`src/rtl/carry_seq.sv`:
```
// Nibble-serial adder: ripples one 4-bit slice per clock through a registered carry.
// Optional signed-overflow output OVF is built only when CARRY_SEQ_OVF_EN is defined.
module carry_seq #(
    parameter  int NIBBLES = 4,
    localparam int W       = 4 * NIBBLES
) (
    input  logic         CLK,
    input  logic         RST_N,
    input  logic         START,
    input  logic [W-1:0] A,
    input  logic [W-1:0] B,
    input  logic         CIN,
    output logic         BUSY,
    output logic         DONE,
    output logic [W-1:0] SUM,
`ifdef CARRY_SEQ_OVF_EN
    output logic         OVF,
`endif
    output logic         COUT
);

    // state | meaning
    // IDLE  | waiting for START
    // RUN   | adding nibble idx_q each cycle
    // FIN   | result valid (DONE), START accepted here too
    typedef enum logic [1:0] {IDLE, RUN, FIN} state_t;

    localparam logic [3:0] LAST = 4'(NIBBLES - 1);

    state_t         state_q, state_d;
    logic [3:0]     idx_q, idx_d;
    logic           c_q, c_d;
    logic [W-1:0]   a_q, a_d;
    logic [W-1:0]   b_q, b_d;
    logic [W-1:0]   sum_q, sum_d;
    logic           cout_q, cout_d;
    logic [5:0]     pos;
    logic [3:0]     a_nib, b_nib;
    logic [4:0]     nib;
`ifdef CARRY_SEQ_OVF_EN
    logic           ovf_q, ovf_d;
    logic [3:0]     low3;
`endif

    assign pos   = {idx_q, 2'b00};
    assign a_nib = a_q[pos +: 4];
    assign b_nib = b_q[pos +: 4];
    assign nib   = {1'b0, a_nib} + {1'b0, b_nib} + {4'b0000, c_q};
`ifdef CARRY_SEQ_OVF_EN
    // Carry into the top bit of the slice, needed for the signed-overflow XOR.
    assign low3  = {1'b0, a_nib[2:0]} + {1'b0, b_nib[2:0]} + {3'b000, c_q};
`endif

    always_comb begin
        state_d = state_q;
        idx_d   = idx_q;
        c_d     = c_q;
        a_d     = a_q;
        b_d     = b_q;
        sum_d   = sum_q;
        cout_d  = cout_q;
`ifdef CARRY_SEQ_OVF_EN
        ovf_d   = ovf_q;
`endif
        case (state_q)
            IDLE, FIN: begin
                if (START) begin
                    a_d     = A;
                    b_d     = B;
                    c_d     = CIN;
                    idx_d   = 4'd0;
                    state_d = RUN;
                end else begin
                    state_d = IDLE;
                end
            end
            RUN: begin
                sum_d[pos +: 4] = nib[3:0];
                c_d             = nib[4];
                idx_d           = idx_q + 4'd1;
                if (idx_q == LAST) begin
                    state_d = FIN;
                    cout_d  = nib[4];
`ifdef CARRY_SEQ_OVF_EN
                    ovf_d   = low3[3] ^ nib[4];
`endif
                end
            end
            default: state_d = IDLE;
        endcase
    end

    always_ff @(posedge CLK or negedge RST_N) begin
        if (!RST_N) begin
            state_q <= IDLE;
            idx_q   <= 4'd0;
            c_q     <= 1'b0;
            a_q     <= '0;
            b_q     <= '0;
            sum_q   <= '0;
            cout_q  <= 1'b0;
`ifdef CARRY_SEQ_OVF_EN
            ovf_q   <= 1'b0;
`endif
        end else begin
            state_q <= state_d;
            idx_q   <= idx_d;
            c_q     <= c_d;
            a_q     <= a_d;
            b_q     <= b_d;
            sum_q   <= sum_d;
            cout_q  <= cout_d;
`ifdef CARRY_SEQ_OVF_EN
            ovf_q   <= ovf_d;
`endif
        end
    end

    assign BUSY = (state_q == RUN);
    assign DONE = (state_q == FIN);
    assign SUM  = sum_q;
    assign COUT = cout_q;
`ifdef CARRY_SEQ_OVF_EN
    assign OVF  = ovf_q;
`endif

endmodule

```
`config.mk`:
```
export PLATFORM = sky130hd
export DESIGN_NAME = carry_seq
export DESIGN_NICKNAME = d
export VERILOG_FILES = /design/src/rtl/carry_seq.sv
export SDC_FILE = /design/constraint.sdc
export NUM_CORES = 1
export LEC_CHECK = 0
export ABC_AREA = 1
export CAP_MARGIN = 20
export CORE_ASPECT_RATIO = 2
export CORE_MARGIN = 1
export CORE_UTILIZATION = 46
export CTS_CLUSTER_DIAMETER = 60
export DETAILED_ROUTE_END_ITERATION = 7
export PLACE_DENSITY = 0.75
export REMOVE_ABC_BUFFERS = 1
export SLEW_MARGIN = 40
export SYNTH_ARGS = -nofsm -noshare
export SYNTH_HDL_FRONTEND = slang
export SYNTH_SLANG_ARGS = --single-unit
```
`constraint.sdc`:
```
create_clock -name CLK -period 2.6 [get_ports CLK]
set_input_delay 0.52 -clock CLK [delete_from_list [all_inputs] [get_ports CLK]]
set_output_delay 0.52 -clock CLK [all_outputs]
set_load 0.01 [all_outputs]
```
==> impl_metrics.toml <==
[final_layout]
final_cell_mix = "dfrtp_1, clkdlybuf4s50_1, nor2_1, nand2_1, mux2_2"
layout_commonest_cell = "dfrtp_1"
drive_above_1_share_pct = 18.9
area_growth_pct = 27.9
nNetsFinal = 387
diodes = 0
final_core_utilization_pct = 61.6

[power]
switching_share_pct = 42.5
seqPwrFrac_pct = 31.3
combPwrFrac_pct = 55.6
power_leakage_nw = 1.63
p_sw_mw = 2.09
p_int_mw = 2.82
vdd_ir_drop_max_uv = 748
power.density_cell_area_nw_per_um2 = 1380
clock_power_share_pct = 13.1

[setup_path]
max_stage_delay_ns = 0.42
setup.worst_path.start_class = "flip-flop"
worstRegToRegCells = 10
cp_slowest_cell = "fa_1"
worstSetupStartpoint = "idx_q[0]"
critPathArrivalTime_ns = 2.59
cp_cell_sequence = "inv_1 > o21ai_0 > a21oi_1 > fa_1 > fa_1 > xor2_1 > nand3_1 > nor2_1 > nand3_1 > nand2_1"
worst-path-max-fanout = 11
ff2ff_setup_slack_ns = 0.24
cp-end-kind = "flip-flop"
crit_family = "adder cells"
timing.critical_path.buf_inv = 1
regToRegStartpoint = "idx_q[0]"
critPathKind = "flip-flop to flip-flop"
cp.required_ns = 2.83
rr_endpoint = "SUM[14]"

[yosys]
synth_top_cell_by_area = "dfrtp_1"
syn_area_um2 = 2770
synth_cell_type_count = 26
synth_top_area_share_pct = 50.5
yosysSeqAreaShare_pct = 50.5
syn_inst = 284
synthTopCellsByArea = "dfrtp_1, mux2_2, nand2_1"
yosysWarnings = 0
avgSynthCellArea_um2 = 9.77
synth-seq-cells = 56

[detailed_routing]
drc = 14
drtAntennaViolNets = 0
num_vias = 2147
highest_layer = "met4"
wl_met2_mm = 3.48
via_per_inst = 5.30
wl_met1_mm = 2.21
drtPass1Iterations = 6
wl_per_cell_um = 14.9
drt_iter0_drc = 82
routed_wl_mm = 6.05
routed-wl-met3_um = 165

[run_status]
status = "finished, violations left"
violations = "DRC"

[timing]
maxSlewHeadroom_pct = 55.7
maxSlewViolCount = 0
fin_worst_skew_ns = 0.00581
fmax_mhz = 423
tightest_slew_ns = 0.664
rsz0062_at_grt = "no"
period_needed_ns = 2.36
setup-violations-final = 0
hold_violations = 0
tns_ns = 0
period_share_pct = 90.9

[placed_design]
gp_congestion = 0.873
dp_hpwl_mm = 4.65
numPortBuffers = 54

[cts]
clkSinkCount = 56
clk_latency_ns = 0.29
cts_tree = "built"
clk_pin_slew_ns = 0.07
clock_path_buffers = 2
cts_made_buffers = 5
root_buffer = "clkbuf_16"
htreeDepth = 2
cts_hold_buffers = 0

[floorplan]
die-height_um = 112
io_pins = 55
die-area_um2 = 6360
num_rows = 39
initial_core_util_pct = 48.2
core_um2 = 5760
die_x_um = 56.9

[global_route]
antenna_found_initial = 0
gr-total-overflow = 0
grt_pass1_wl_mm = 10.4
grt_usage_pct = 21.6
grt_max_degree = 37
grt_pass1_vias = 2269

[job]
drv_cap = 0

[worst_hold_path]
holdCritPathClass = "primary input to async pin"
==> timing repair <==
item | in CTS | in global routing
setup buffers | 0 | 1
gates resized for setup | 0 | 1
setup endpoints to repair | 0 | 8
==> worst reg2reg max path, stage by stage, from the launching register on <==
cell	delay, ns
dfrtp_2	0.41
inv_1	0.14
o21ai_0	0.22
a21oi_1	0.12
fa_1	0.41
fa_1	0.42
xor2_1	0.19
nand3_1	0.09
nor2_1	0.14
nand3_1	0.09
nand2_1	0.07
==> power by group through the flow <==
| stage | clock network [mW] | logic [mW] | registers (mW) |
|---|---|---|---|
| after floorplan | 0 | 1.73 | 1.54 |
| after global routing | 0.699 | 3.05 | 1.59 |
| after detailed placement | 0 | 2.70 | 1.56 |
| after global placement | 0 | 2.65 | 1.54 |
| after CTS | 0.667 | 2.73 | 1.55 |
| final | 0.644 | 2.73 | 1.53 |
==> routing by layer <==
metal | track usage [%] | vias to the layer above
li1 | - | 1057
met5 | 0 | -
met1 | 21.6 | 1026
met4 | 10.1 | 0
met2 | 40.9 | 50
met3 | 4.41 | 14
==> layout make-up <==
class / instances / area (µm²)
fillers: 508 / 2210
flip-flops and latches: 56 / 1400
multi-input cells: 198 / 1230
repair buffers: 63 / 626
clock buffers: 5 / 125
well taps: 61 / 76.3
inverters: 20 / 75.1
clock inverters: 2 / 12.5
==> synth_stat cells <==
cell      number
dfrtp_1       56
nand2_1       41
nor2_1        41
mux2_2        33
o21ai_0       23
nand3_1       19
inv_1         17
a21oi_1       15
buf_4          5
ha_1           5
nand2_2        4
inv_2          3
buf_2          2
clkbuf_1       2
fa_1           2
nand3_2        2
nor2_4         2
nor3_4         2
o22ai_1        2
xnor2_1        2
buf_6          1
nand4_1        1
nor2_2         1
nor3_1         1
o21bai_1       1
xor2_1         1
==> flip-flops by register name (all words and copies together), names as in the netlist <==
| register | count |
|---|---|
| COUT | 1 |
| SUM | 16 |
| a_q | 16 |
| b_q | 16 |
| c_q | 1 |
| idx_q | 4 |
| state_q | 2 |
==> cells by family after synthesis <==
kind of cell / Yosys count / synth area share (%)
AND/OR/NAND/NOR: 114 / 18.8
flip-flops: 56 / 50.5
AO/OA/AOI/OAI: 41 / 7.58
multiplexers: 33 / 13.4
buffers and inverters: 30 / 5.10
adder cells (fa/ha/maj): 7 / 3.70
XOR/XNOR: 3 / 0.947
==> worst max-delay path by stage <==
stage | endpoint | slack, ns | depth (start not counted)
global placement | COUT | 0.17 | 8
global route | SUM[14] | 0.02 | 10
finish | SUM[14] | 0.24 | 10
CTS | SUM[14] | 0.06 | 10
detailed placement | SUM[14] | 0.08 | 10
floorplan | SUM[14] | -0.11 | 10
==> metrics by stage <==
step / setup slack, ns / cells / power [mW] / cell area (µm²) / hold WS (ns)
after floorplan: -0.108 / 274 / 3.27 / 2710 / 0.224
after global placement: 0.170 / 397 / 4.19 / 3400 / 0.462
after detailed placement: 0.0760 / 397 / 4.26 / 3400 / 0.464
after CTS: 0.0635 / 404 / 4.94 / 3540 / 0.273
after global routing: 0.0226 / 405 / 5.34 / 3550 / 0.306
final: 0.235 / 405 / 4.91 / 3550 / 0.256
Note: power is estimated with default switching activity, not from simulation.
